**src/rtl/jtag_pkg.sv**
```systemverilog
// Shared TAP definitions: 1149.1 state encoding, IR capture pattern and the
// TAP next-state function used by jtag_tap.
package jtag_pkg;

  typedef enum logic [3:0] {
    EX2_DR = 4'h0,
    EX1_DR = 4'h1,
    SHF_DR = 4'h2,
    PAU_DR = 4'h3,
    SEL_IR = 4'h4,
    UPD_DR = 4'h5,
    CAP_DR = 4'h6,
    SEL_DR = 4'h7,
    EX2_IR = 4'h8,
    EX1_IR = 4'h9,
    SHF_IR = 4'hA,
    PAU_IR = 4'hB,
    RTI    = 4'hC,
    UPD_IR = 4'hD,
    CAP_IR = 4'hE,
    TLR    = 4'hF
  } tap_state_t;

  localparam logic [1:0] IR_CAPTURE = 2'b01;

  function automatic tap_state_t tap_next(input tap_state_t s, input logic tms);
    tap_state_t n;
    n = TLR;
    case (s)
      TLR:    n = tms ? TLR    : RTI;
      RTI:    n = tms ? SEL_DR : RTI;
      SEL_DR: n = tms ? SEL_IR : CAP_DR;
      CAP_DR: n = tms ? EX1_DR : SHF_DR;
      SHF_DR: n = tms ? EX1_DR : SHF_DR;
      EX1_DR: n = tms ? UPD_DR : PAU_DR;
      PAU_DR: n = tms ? EX2_DR : PAU_DR;
      EX2_DR: n = tms ? UPD_DR : SHF_DR;
      UPD_DR: n = tms ? SEL_DR : RTI;
      SEL_IR: n = tms ? TLR    : CAP_IR;
      CAP_IR: n = tms ? EX1_IR : SHF_IR;
      SHF_IR: n = tms ? EX1_IR : SHF_IR;
      EX1_IR: n = tms ? UPD_IR : PAU_IR;
      PAU_IR: n = tms ? EX2_IR : PAU_IR;
      EX2_IR: n = tms ? UPD_IR : SHF_IR;
      UPD_IR: n = tms ? SEL_DR : RTI;
      default: n = TLR;
    endcase
    return n;
  endfunction

endpackage

```
**src/rtl/jtag_sync_edge.sv**
```systemverilog
// Two-flop synchronizer for one asynchronous bit, plus single-clk rise/fall
// pulses derived from a registered copy of the synchronized value.
module jtag_sync_edge (
  input  logic clk,
  input  logic rst,
  input  logic din,
  output logic sync,
  output logic rise,
  output logic fall
);

  logic meta;
  logic prev;

  always_ff @(posedge clk) begin
    if (rst) begin
      meta <= 1'b0;
      sync <= 1'b0;
      prev <= 1'b0;
    end else begin
      meta <= din;
      sync <= meta;
      prev <= sync;
    end
  end

  assign rise = sync & ~prev;
  assign fall = ~sync & prev;

endmodule

```
**src/rtl/jtag_tap.sv**
```systemverilog
// Target-side JTAG TAP: oversampled 1149.1 controller with an IR and a byte
// data path to RX/TX FIFOs. Define JTAG_TAP_BYPASS_EN for the all-ones bypass DR.
module jtag_tap
  import jtag_pkg::*;
#(
  parameter int IR_WIDTH = 10,
  parameter int DR_WIDTH = 8,
  parameter logic [IR_WIDTH-1:0] IR_RESET = {IR_WIDTH{1'b1}}
) (
  input  logic                clk,
  input  logic                rst,
  input  logic                tck,
  input  logic                tms,
  input  logic                tdi,
  output logic                tdo,
  output logic [3:0]          tap_state,
  output logic [IR_WIDTH-1:0] ir,
  output logic                ir_update,
  output logic [DR_WIDTH-1:0] rx_data,
  output logic                rx_wr,
  input  logic                rx_full,
  input  logic [DR_WIDTH-1:0] tx_data,
  output logic                tx_rd,
  input  logic                tx_empty,
  output logic                overflow,
  output logic                underflow
);

  localparam int CNT_W = $clog2(DR_WIDTH + 1);

  logic tck_s, tck_rise, tck_fall;
  logic tms_s, tms_rise, tms_fall;
  logic tdi_s, tdi_rise, tdi_fall;

  jtag_sync_edge u_sync_tck (
    .clk  (clk),
    .rst  (rst),
    .din  (tck),
    .sync (tck_s),
    .rise (tck_rise),
    .fall (tck_fall)
  );

  jtag_sync_edge u_sync_tms (
    .clk  (clk),
    .rst  (rst),
    .din  (tms),
    .sync (tms_s),
    .rise (tms_rise),
    .fall (tms_fall)
  );

  jtag_sync_edge u_sync_tdi (
    .clk  (clk),
    .rst  (rst),
    .din  (tdi),
    .sync (tdi_s),
    .rise (tdi_rise),
    .fall (tdi_fall)
  );

  logic unused_edges;
  assign unused_edges = ^{tck_s, tms_rise, tms_fall, tdi_rise, tdi_fall};

  tap_state_t          state;
  tap_state_t          next_state;
  logic [IR_WIDTH-1:0] ir_sh;
  logic [DR_WIDTH-1:0] dr_sh;
  logic [DR_WIDTH-1:0] dr_next;
  logic [DR_WIDTH-1:0] tx_word;
  logic [CNT_W-1:0]    dr_cnt;
  logic                byp;
  logic                bypass;
  logic                byte_done;

`ifdef JTAG_TAP_BYPASS_EN
  assign bypass = &ir;
`else
  assign bypass = 1'b0;
`endif

  assign next_state = tap_next(state, tms_s);
  assign tap_state  = state;
  assign dr_next    = {tdi_s, dr_sh[DR_WIDTH-1:1]};
  assign tx_word    = tx_empty ? '0 : tx_data;
  assign byte_done  = (dr_cnt == CNT_W'(DR_WIDTH - 1));

  // Handshake: rx_wr and tx_rd are single-clk strobes issued on the tck_rise
  // update; rx_full / tx_empty / tx_data are sampled in that same clk, so a
  // first-word-fall-through TX FIFO pops its head on the cycle after tx_rd.
  always_ff @(posedge clk) begin
    if (rst) begin
      state     <= TLR;
      ir        <= IR_RESET;
      ir_sh     <= '0;
      dr_sh     <= '0;
      dr_cnt    <= '0;
      byp       <= 1'b0;
      tdo       <= 1'b0;
      ir_update <= 1'b0;
      rx_data   <= '0;
      rx_wr     <= 1'b0;
      tx_rd     <= 1'b0;
      overflow  <= 1'b0;
      underflow <= 1'b0;
    end else begin
      ir_update <= 1'b0;
      rx_wr     <= 1'b0;
      tx_rd     <= 1'b0;

      if (tck_rise) begin
        state <= next_state;
        if (next_state == TLR) begin
          overflow  <= 1'b0;
          underflow <= 1'b0;
        end
        // Actions are keyed on the state being left, not the one entered.
        case (state)
          TLR: begin
            ir     <= IR_RESET;
            dr_cnt <= '0;
          end
          CAP_IR: ir_sh <= IR_WIDTH'(IR_CAPTURE);
          SHF_IR: ir_sh <= {tdi_s, ir_sh[IR_WIDTH-1:1]};
          UPD_IR: begin
            ir        <= ir_sh;
            ir_update <= 1'b1;
          end
          CAP_DR: begin
            if (bypass) begin
              byp <= 1'b0;
            end else begin
              dr_sh  <= tx_word;
              dr_cnt <= '0;
              if (tx_empty) underflow <= 1'b1;
              else          tx_rd     <= 1'b1;
            end
          end
          SHF_DR: begin
            if (bypass) begin
              byp <= tdi_s;
            end else if (byte_done) begin
              rx_data <= dr_next;
              if (rx_full) overflow <= 1'b1;
              else         rx_wr    <= 1'b1;
              dr_sh  <= tx_word;
              dr_cnt <= '0;
              if (tx_empty) underflow <= 1'b1;
              else          tx_rd     <= 1'b1;
            end else begin
              dr_sh  <= dr_next;
              dr_cnt <= dr_cnt + CNT_W'(1);
            end
          end
          default: ;
        endcase
      end

      if (tck_fall) begin
        case (state)
          SHF_IR:  tdo <= ir_sh[0];
          SHF_DR:  tdo <= bypass ? byp : dr_sh[0];
          default: tdo <= 1'b0;
        endcase
      end
    end
  end

endmodule

```
**config.mk**
```make
export PLATFORM = sky130hd
export DESIGN_NAME = jtag_tap
export DESIGN_NICKNAME = d
export VERILOG_FILES = /design/src/rtl/jtag_pkg.sv /design/src/rtl/jtag_sync_edge.sv /design/src/rtl/jtag_tap.sv
export SDC_FILE = /design/constraint.sdc
export NUM_CORES = 1
export LEC_CHECK = 0
export BUFFER_PORTS_ARGS = -buffer_cell sky130_fd_sc_hd__buf_2
export CAP_MARGIN = 0
export CORE_MARGIN = 3
export CORE_UTILIZATION = 35
export CTS_BUF_LIST = sky130_fd_sc_hd__clkbuf_2
export DETAILED_ROUTE_END_ITERATION = 10
export PLACE_DENSITY = 0.67
export SYNTH_ARGS = -nofsm -noshare
export SYNTH_HDL_FRONTEND = slang
export SYNTH_HIERARCHICAL = 1
export SYNTH_SLANG_ARGS = --single-unit
```
**constraint.sdc**
```tcl
create_clock -name clk -period 1.7 [get_ports clk]
set_input_delay 0.51 -clock clk [delete_from_list [all_inputs] [get_ports clk]]
set_output_delay 0.51 -clock clk [all_outputs]
set_load 0.05 [all_outputs]
```
==> results of run 1 <==
-- layout make-up --
type	count	share of cell area
Clock buffer	10	0.0156
Clock inverter	6	0.0332
Inverter	4	0.00468
Multi-Input combinational cell	186	0.370
Sequential cell	57	0.361
Tap cell	77	0.0300
Timing Repair Buffer	77	0.186
-- registers in the layout (all words and copies together), names as in the netlist, 4 cells and up --
name	cells
tap_state	4
dr_sh	8
rx_data	8
ir	10
ir_sh	10
dr_cnt	4
-- critical path, cell delays in order, from the launching register on --
cell and delay (ps):
dfxtp_4 420, buf_6 110, or4b_4 490, or4_4 500, a21oi_2 140
-- layer usage --
metal / vias to the layer above / routed length, um
met4: 0 / 61
met5: - / 0
met2: 62 / 2670
li1: 1077 / -
met3: 4 / 287
met1: 995 / 2670
-- repair_timing --
action / in CTS / in global routing
endpoints found under the setup margin: 5 / 37
pin swaps: 0 / 3
gates resized for setup: 28 / 6
buffers inserted: 5 / 12
hold buffers: 0 / 0
gates cloned: 1 / 0
hold endpoints to repair: 0 / 0
-- power groups by stage --
stage	Clock (mW)	Sequential, mW	Combinational [mW]
floorplan	0	1.42	0.100
global placement	0	1.40	0.193
detailed placement	0	1.40	0.194
CTS	1.16	1.37	0.248
global route	1.22	1.37	0.286
finish	1.14	1.37	0.266
-- stage by stage --
stage          setup TNS [ps]  instances  utilization  setup WS [ps]
5_1_grt                  -235        417        0.500          -85.7
2_1_floorplan               0        266            -           14.0
3_3_place_gp                0        383        0.430            104
4_1_cts                 -37.9        405        0.481          -21.3
3_5_place_dp                0        383        0.430           90.3
6_report                -5.13        417        0.500          -5.13
-- worst max path at each step --
stage / from / to / slack, ps / depth (start not counted)
floorplan: dr_cnt[0] / dr_cnt[3] / 10 / 6
global placement: u_sync_tck/sync / rx_data[4] / 100 / 6
detailed placement: dr_cnt[0] / dr_cnt[3] / 90 / 5
CTS: tap_state[1] / tap_state[1] / -20 / 2
global route: tap_state[1] / tap_state[1] / -90 / 2
finish: tap_state[1] / dr_cnt[2] / -5 / 4
==> summary.md, run 1 <==
| Metric | Value |
|---|---|
| Status | `finished with violations` |
| Failing checks | `setup timing` |
| Root Driver | `clkbuf_2` |
| Initial antenna violation count | `0` |
| RSZ-0062 raised after global routing | `yes` |
| Die Ht | `88.1 um` |
| Yosys warnings | `6` |
| Dpl cell area | `2760 sq um` |
| Final hold violations | `0` |
| Max VDD drop | `0.000407 V` |
| Row cnt | `29` |
| Sw Ratio | `0.236` |
| Startpoint Class | `register` |
| Fin. max-slew vios | `0` |
| CP arrival | `2110 ps` |
| Vias in the first global route | `1931` |
| Final instance area | `3210 sq um` |
| CP required | `2100 ps` |
| Grt met2 use | `0.234` |
| Worst hold path class | `primary input to register` |
| Logic pwr share | `0.096` |
| Reg-to-reg setup timing slack | `-5 ps` |
| Placed wire-length estimate | `3490 um` |
| Seq pwr share | `0.492` |
| # IOs | `43` |
| Routed vias | `2138` |
| Area Growth Syn to Fin | `36.0%` |
| FMAX | `586 MHz` |
| Post-route ant nets | `0` |
| Met1 usage | `0.205` |
| Mapped Cells | `266` |
| Pwr dens | `866 nW/um^2` |
| Multi-input gate area | `1190 sq um` |
| Clk slew on worst S/H paths | `170 ps` |
| Via density | `5.13` |
| Port Buffers | `42` |
| Leak pwr | `1.43 nW` |
| Crit. End Element | `register` |
| Int Pwr | `2.12 mW` |
| RR Endpoint | `dr_cnt[2]` |
| CTS H-tree lvls | `3` |
| Worst Hold Depth | `2` |
| Max-capacitance violation count | `0` |
| Worst Reg2Reg Path Length in Cells | `4` |
| GR Overflow Total | `0` |
| Commonest non-fill, non-tap cell in the layout | `dfxtp_1` |
| Final min period | `1710 ps` |
| Share of layout cells above drive strength 1 | `0.324` |
| CP max FO | `4` |
| Psw | `0.655 mW` |
| Core ar. | `6420 sq um` |
| Worst-margin pin slew | `357 ps` |
| TritonCTS Buffers | `9` |
| Routability cong. | `0.807` |
| DRT iter0 DRCs | `68` |
| Clock latency on the worst-skew pair | `470 ps` |
| DRC viols | `0` |
| RR Startpoint | `tap_state[1]` |
| Final setup skew | `32.0 ps` |
| Slew headroom | `0.762` |
| Fillers | `596` |
| First-pass GRT wire length | `9200 um` |
| CTS Buffer Depth | `2` |
| Pin count of the biggest net entering global routing | `33` |
| Die area | `7760 sq um` |
| Die Wd | `88.1 um` |
| Final WL | `5690 um` |
| Ant diodes | `0` |
| Hold path endpoint | `rx_wr` |
| Setup violators final | `1` |
| Clk pwr share | `0.412` |
| Initial Util | `0.367` |
| Mean Syn Cell Area | `8.87 sq um` |
| Commonest non-fill, non-tap cells in the layout | `52 x dfxtp_1, 37 x buf_2, 29 x buf_4, 28 x nor2_1, 23 x nand2_1` |
| Total track usage | `0.154` |
| GR peak layer | `met2` |
| Routed length per placed instance | `13.6 um` |
| Final hold slack | `195 ps` |
| Nets | `351` |
| Syn_nets | `282` |
| Setup CP Type | `register to register` |
| Overall Power | `2.78 mW` |
| Clk sink count | `57` |
| Worst Setup Slack, final | `-5.13 ps` |
| CTS tree | `built` |
| Post-synthesis cell area | `2360 sq um` |
| Reg area | `1160 sq um` |
| Met3 Use GR | `0.0357` |
| Pre-antenna DRT Iters | `4` |
| Hold path startpoint | `rx_full` |
| Fin crit share | `1.00` |
Note: power is estimated with default switching activity, not from simulation.
==> run 2: changes to the inputs <==
PLACE_DENSITY = 0.59   (was 0.67)
==> run 2 against run 1 <==
  * The run still ends with setup timing left
  * Combinational power down 2%
  * Cell count down 0.48%
  * Via count down 3.2%
  * Design area down 1.6%
  * Sequential cell count unchanged
  * Clock-buffer cell count down 1
  * Clock power down 15%
  * Largest cell class unchanged
  * Highest routed layer unchanged
==> summary.md, run 2 (synthesis results as in run 1) <==
| Metric | Value |
|---|---|
| First-pass GRT wire length | `8660 um (-5.9%)` |
| Leak pwr | `1.39 nW (-2.8%)` |
| Share of layout cells above drive strength 1 | `0.320 (-0.00400)` |
| Worst Reg2Reg Path Length in Cells | `4 (unchanged)` |
| Final setup skew | `20.5 ps (-11.5 ps)` |
| CP max stage cell | `or4_4` |
| GR Overflow Total | `0 (unchanged)` |
| Final WL | `5400 um (-5.1%)` |
| CP peak stage delay | `510 ps (about the same)` |
| Failing checks | `setup timing` |
| RSZ-0062 raised after global routing | `yes` |
| Ant diodes | `0 (unchanged)` |
| Pin count of the biggest net entering global routing | `39 (+18%)` |
| Setup violators final | `1 (unchanged)` |
| Initial Util | `0.367 (unchanged)` |
| Port Buffers | `42 (unchanged)` |
| Setup CP Type | `register to register` |
| CP bufs+invs | `1 (unchanged)` |
| Clk sink count | `57 (unchanged)` |
| CP max FO | `6 (+2)` |
| Fin crit share | `1.01 (+0.00775)` |
| Max VDD drop | `0.000681 V (+68%)` |
| Commonest non-fill, non-tap cell in the layout | `dfxtp_1` |
| TNS Setup | `-18.3 ps (-13.2 ps)` |
| FMAX | `582 MHz (-0.77%)` |
| Via density | `4.99 (-2.7%)` |
| Pre-antenna DRT Iters | `4 (unchanged)` |
| Die Wd | `88.1 um (unchanged)` |
| Die Ht | `88.1 um (unchanged)` |
| Final min period | `1720 ps (+13.2 ps)` |
| Total track usage | `0.145 (-0.00860)` |
| Clock latency on the worst-skew pair | `470 ps (about the same)` |
| Nets | `349 (-0.57%)` |
| CP arrival | `2120 ps (about the same)` |
| RR Startpoint | `tap_state[1]` |
| Overall Power | `2.59 mW (-6.9%)` |
| Die area | `7760 sq um (unchanged)` |
| Routed length per placed instance | `13.0 um (-4.6%)` |
| Max-capacitance violation count | `0 (unchanged)` |
| TritonCTS Buffers | `9 (unchanged)` |
| Routed vias | `2070 (-3.2%)` |
| Largest regs | `ir: 10 flops, ir_sh: 10 flops` |
| Crit. End Element | `register` |
| CTS tree | `built` |
| CTS Buffer Depth | `2 (unchanged)` |
| Crit path depth | `4 (unchanged)` |
| DRC viols | `0 (unchanged)` |
| Slew headroom | `0.563 (-0.199)` |
| Startpoint Class | `register` |
| Largest delay share family, worst path | `simple AND/OR/NAND/NOR gates` |
| Hold_buf cts | `0 (unchanged)` |
| Pwr dens | `819 nW/um^2 (-5.5%)` |
| Worst-margin pin slew | `655 ps (+299 ps)` |
| Post-route ant nets | `0 (unchanged)` |
| RR Endpoint | `dr_cnt[2]` |
| # IOs | `43 (unchanged)` |
| Vias in the first global route | `1906 (-1.3%)` |
| Clk slew on worst S/H paths | `160 ps (about the same)` |
| CP endpoint | `dr_cnt[2]` |
| Worst Setup Slack, final | `-18.3 ps (-13.2 ps)` |
| CP required | `2100 ps (about the same)` |
| CP Cell Sequence | `buf_4 > or4b_4 > or4_4 > a21oi_2` |
| Routability cong. | `0.762 (-5.5%)` |
| Fin. max-slew vios | `0 (unchanged)` |
| Core ar. | `6420 sq um (unchanged)` |
| CTS H-tree lvls | `3 (unchanged)` |
| Reg-to-reg setup timing slack | `-20 ps (about the same)` |
| Commonest non-fill, non-tap cells in the layout | `52 x dfxtp_1, 32 x buf_2, 27 x nor2_1, 23 x nand2_1, 23 x buf_4` |
| Placed wire-length estimate | `3550 um (+1.8%)` |
| Initial antenna violation count | `0 (unchanged)` |
| Worst hold path class | `primary input to register` |
| DRT iter0 DRCs | `95 (+40%)` |
| Final hold violations | `0 (unchanged)` |
| Status | `finished with violations` |
| Row cnt | `29 (unchanged)` |
| Critical path startpoint | `tap_state[1]` |
| Area Growth Syn to Fin | `33.9%` |
| Root Driver | `clkbuf_2` |
[run 2: area by class of cell]
type / instances / area (sq um)
Multi-Input combinational cell: 186 / 1190
Tap cell: 77 / 96.3
Fill cell: 616 / 3260
Sequential cell: 57 / 1160
Clock buffer: 9 / 45.0
Clock inverter: 7 / 85.1
Inverter: 4 / 15.0
Timing Repair Buffer: 75 / 572
[run 2: worst min-delay path by stage]
| stage | from | to | slack [ps] | depth (start not counted) |
|---|---|---|---|---|
| after global placement | u_sync_tck/meta | u_sync_tck/sync | 420 | 1 |
| after global routing | rx_full | rx_wr | 160 | 2 |
| final | rx_full | rx_wr | 200 | 2 |
| after CTS | rx_full | rx_wr | 140 | 2 |
| after floorplan | u_sync_tck/meta | u_sync_tck/sync | 410 | 1 |
| after detailed placement | u_sync_tck/meta | u_sync_tck/sync | 430 | 1 |
[run 2: routing by layer]
| layer | routed length [um] | global-route usage |
|---|---|---|
| met2 | 2710 | 0.238 |
| met4 | 57 | 0.0659 |
| met5 | 0 | 0 |
| met3 | 182 | 0.0433 |
| met1 | 2450 | 0.175 |
[run 2: worst register-to-register path: cells and delay by family (launching register included)]
kind | cells | cell delay (ps)
buf+inv | 1 | 140
flops | 1 | 380
compound gates | 1 | 140
simple gates | 2 | 1010
[run 2: timing repair]
action	4_1_cts	5_1_grt
endpoints found under the setup margin	4	20
pin swaps	3	7
resized for setup	24	20
buffers inserted	9	5
[run 2: power by group]
part	switching (mW)	total (mW)	internal (mW)
clock network	0.492	0.964	0.473
registers	0.0129	1.36	1.35
logic	0.131	0.260	0.129
total	0.636	2.59	1.95
[run 2: stage by stage]
step / hold slack (ps) / instance area [sq um] / util / instances / worst slack (ps)
global route: 156 / 3160 / 0.492 / 415 / -55.7
floorplan: 414 / 2390 / - / 266 / 14.0
detailed placement: 425 / 2770 / 0.431 / 385 / 68.4
finish: 205 / 3160 / 0.492 / 415 / -18.3
global placement: 421 / 2770 / 0.431 / 385 / 102
CTS: 140 / 3050 / 0.474 / 410 / -33.6
==> run 3: changes to the inputs <==
MAX_ROUTING_LAYER = met4   (was unset)
==> run 3 against run 2 <==
  * The flow still finishes with violations (setup timing)
  * Cell count stayed put
  * Clock skew hardly changed
  * Combinational power hardly changed
  * Sequential power hardly changed
  * Clock-buffer cell count stayed put
  * Maximum frequency hardly changed
  * Clock power is 0.4% higher
  * Die area stayed put
==> summary.md, run 3 (synthesis results as in run 1) <==
| Metric | Value |
|---|---|
| FMAX | `582 MHz (about the same)` |
| GR peak layer | `met2` |
| CTS Buffer Depth | `2 (unchanged)` |
| Routed vias | `2071 (+0.048%)` |
| Ant diodes | `0 (unchanged)` |
| Worst-margin pin slew | `653 ps (-1.88 ps)` |
| CTS H-tree lvls | `3 (unchanged)` |
| Routability cong. | `0.773 (+1.3%)` |
| CP max FO | `6 (unchanged)` |
| GR Overflow Total | `0 (unchanged)` |
| Pwr dens | `816 nW/um^2 (-0.32%)` |
| Port Buffers | `42 (unchanged)` |
| Post-route ant nets | `0 (unchanged)` |
| TritonCTS Buffers | `9 (unchanged)` |
| Routed length per placed instance | `13.0 um (-0.20%)` |
| Final hold slack | `197 ps (-8.01 ps)` |
| Worst Hold Depth | `2 (unchanged)` |
| Largest regs | `ir: 10 flops, ir_sh: 10 flops` |
| Worst Setup Slack, final | `-18.7 ps (-0.369 ps)` |
| Die Ht | `88.1 um (unchanged)` |
| Met1 usage | `0.176 (+0.000573)` |
| Clock latency on the worst-skew pair | `470 ps (about the same)` |
| Setup violators final | `1 (unchanged)` |
| Clk sink count | `57 (unchanged)` |
| Area Growth Syn to Fin | `34.5%` |
| Final std cells w/o fill | `415 (unchanged)` |
| CTS tree | `built` |
| Final WL | `5390 um (-0.20%)` |
| Dpl ws | `68.4 ps (unchanged)` |
| Final min period | `1720 ps (+0.369 ps)` |
| Grt met2 use | `0.238 (+0.000685)` |
| Row cnt | `29 (unchanged)` |
| Crit. End Element | `register` |
| DRC viols | `0 (unchanged)` |
| Vias in the first global route | `1909 (+0.16%)` |
| Placed wire-length estimate | `3550 um (unchanged)` |
| Worst Reg2Reg Path Length in Cells | `4 (unchanged)` |
| Fin. max-slew vios | `0 (unchanged)` |
| Slew headroom | `0.564 (+0.00125)` |
| Via density | `4.99 (about the same)` |
| Nets | `349 (unchanged)` |
| Final hold violations | `0 (unchanged)` |
| Share of layout cells above drive strength 1 | `0.320 (unchanged)` |
| Max VDD drop | `0.000681 V (about the same)` |
| Pin count of the biggest net entering global routing | `39 (unchanged)` |
| Overall Power | `2.59 mW (+0.15%)` |
| CP arrival | `2130 ps (about the same)` |
| Met3 Use GR | `0.0480 (+0.00470)` |
| Initial antenna violation count | `0 (unchanged)` |
| CP Cell Sequence | `buf_4 > or4b_4 > or4_4 > a21oi_2` |
| Dpl cell area | `2770 sq um (unchanged)` |
| CP required | `2110 ps (about the same)` |
| Fin crit share | `1.01 (about the same)` |
| Startpoint Class | `register` |
| Pre-antenna DRT Iters | `4 (unchanged)` |
| Initial Util | `0.367 (unchanged)` |
| Worst hold path class | `primary input to register` |
| Final instance area | `3170 sq um (+0.48%)` |
| CP max stage cell | `or4_4` |
| Final setup skew | `20.9 ps (+0.411 ps)` |
| Total track usage | `0.150 (+0.00527)` |
| Placed Cells | `385 (unchanged)` |
| Leak pwr | `1.41 nW (+0.84%)` |
| First-pass GRT wire length | `8680 um (+0.24%)` |
| Commonest non-fill, non-tap cells in the layout | `52 x dfxtp_1, 28 x buf_2, 27 x nor2_1, 24 x buf_4, 23 x nand2_1` |
| Root Driver | `clkbuf_2` |
| Max-capacitance violation count | `0 (unchanged)` |
| # IOs | `43 (unchanged)` |
| Die Wd | `88.1 um (unchanged)` |
| Setup CP Type | `register to register` |
| CP peak stage delay | `510 ps (about the same)` |
| Die area | `7760 sq um (unchanged)` |
| Failing checks | `setup timing` |
| DRT iter0 DRCs | `105 (+11%)` |
| Commonest non-fill, non-tap cell in the layout | `dfxtp_1` |
| Clk slew on worst S/H paths | `160 ps (about the same)` |
| Core ar. | `6420 sq um (unchanged)` |
| Status | `finished with violations` |
| RSZ-0062 raised after global routing | `yes` |
==> run 3: cell types whose count changed in the layout (fill, tap and decap cells not counted) <==
cell,change
buf_12,+1
buf_2,-4
buf_4,+1
buf_8,-1
clkbuf_4,+3
==> run 3: metal layers <==
| metal | vias to the layer above | wire [um] |
|---|---|---|
| met4 | 0 | 65 |
| li1 | 1075 | - |
| met3 | 7 | 195 |
| met5 | - | 0 |
| met1 | 953 | 2430 |
| met2 | 36 | 2700 |
==> run 3: worst max-delay path: cells and delay by family (launching register included) <==
kind | cells | cell delay, ps
buffers and inverters | 1 | 140
AND/OR/NAND/NOR | 2 | 1010
flip-flops | 1 | 380
AO/OA/AOI/OAI | 1 | 140
==> run 3: final timing paths <==
path	slack, ps	startpoint	endpoint
setup / recovery	-20	tap_state[1]	dr_cnt[2]
setup reg to reg	-20	tap_state[1]	dr_cnt[2]
hold / removal	200	rx_full	rx_wr
hold reg to reg	460	u_sync_tck/meta	u_sync_tck/sync
==> run 3: layout make-up <==
cell class,instances,area [sq um]
Tap cell,77,96.3
Timing Repair Buffer,75,587
Multi-Input combinational cell,186,1190
Clock buffer,9,45.0
Sequential cell,57,1160
Inverter,4,15.0
Fill cell,613,3250
Clock inverter,7,85.1
==> run 3: report_power, final <==
group,switching [mW],internal [mW]
sequential,0.0129,1.35
clock,0.495,0.473
combinational,0.131,0.129
total,0.639,1.95
==> run 3: metrics by stage <==
stage          utilization  setup TNS [ps]
2_1_floorplan            -               0
3_3_place_gp         0.431               0
3_5_place_dp         0.431               0
4_1_cts              0.474           -51.2
5_1_grt              0.494            -326
6_report             0.494           -18.7
==> run 3: what timing repair did <==
item / CTS / global route
gates resized for setup: 24 / 26
hold buffers: 0 / 0
pin swaps: 3 / 7
setup buffers: 9 / 5
setup endpoints to repair: 4 / 25
endpoints found under the hold margin: 0 / 0
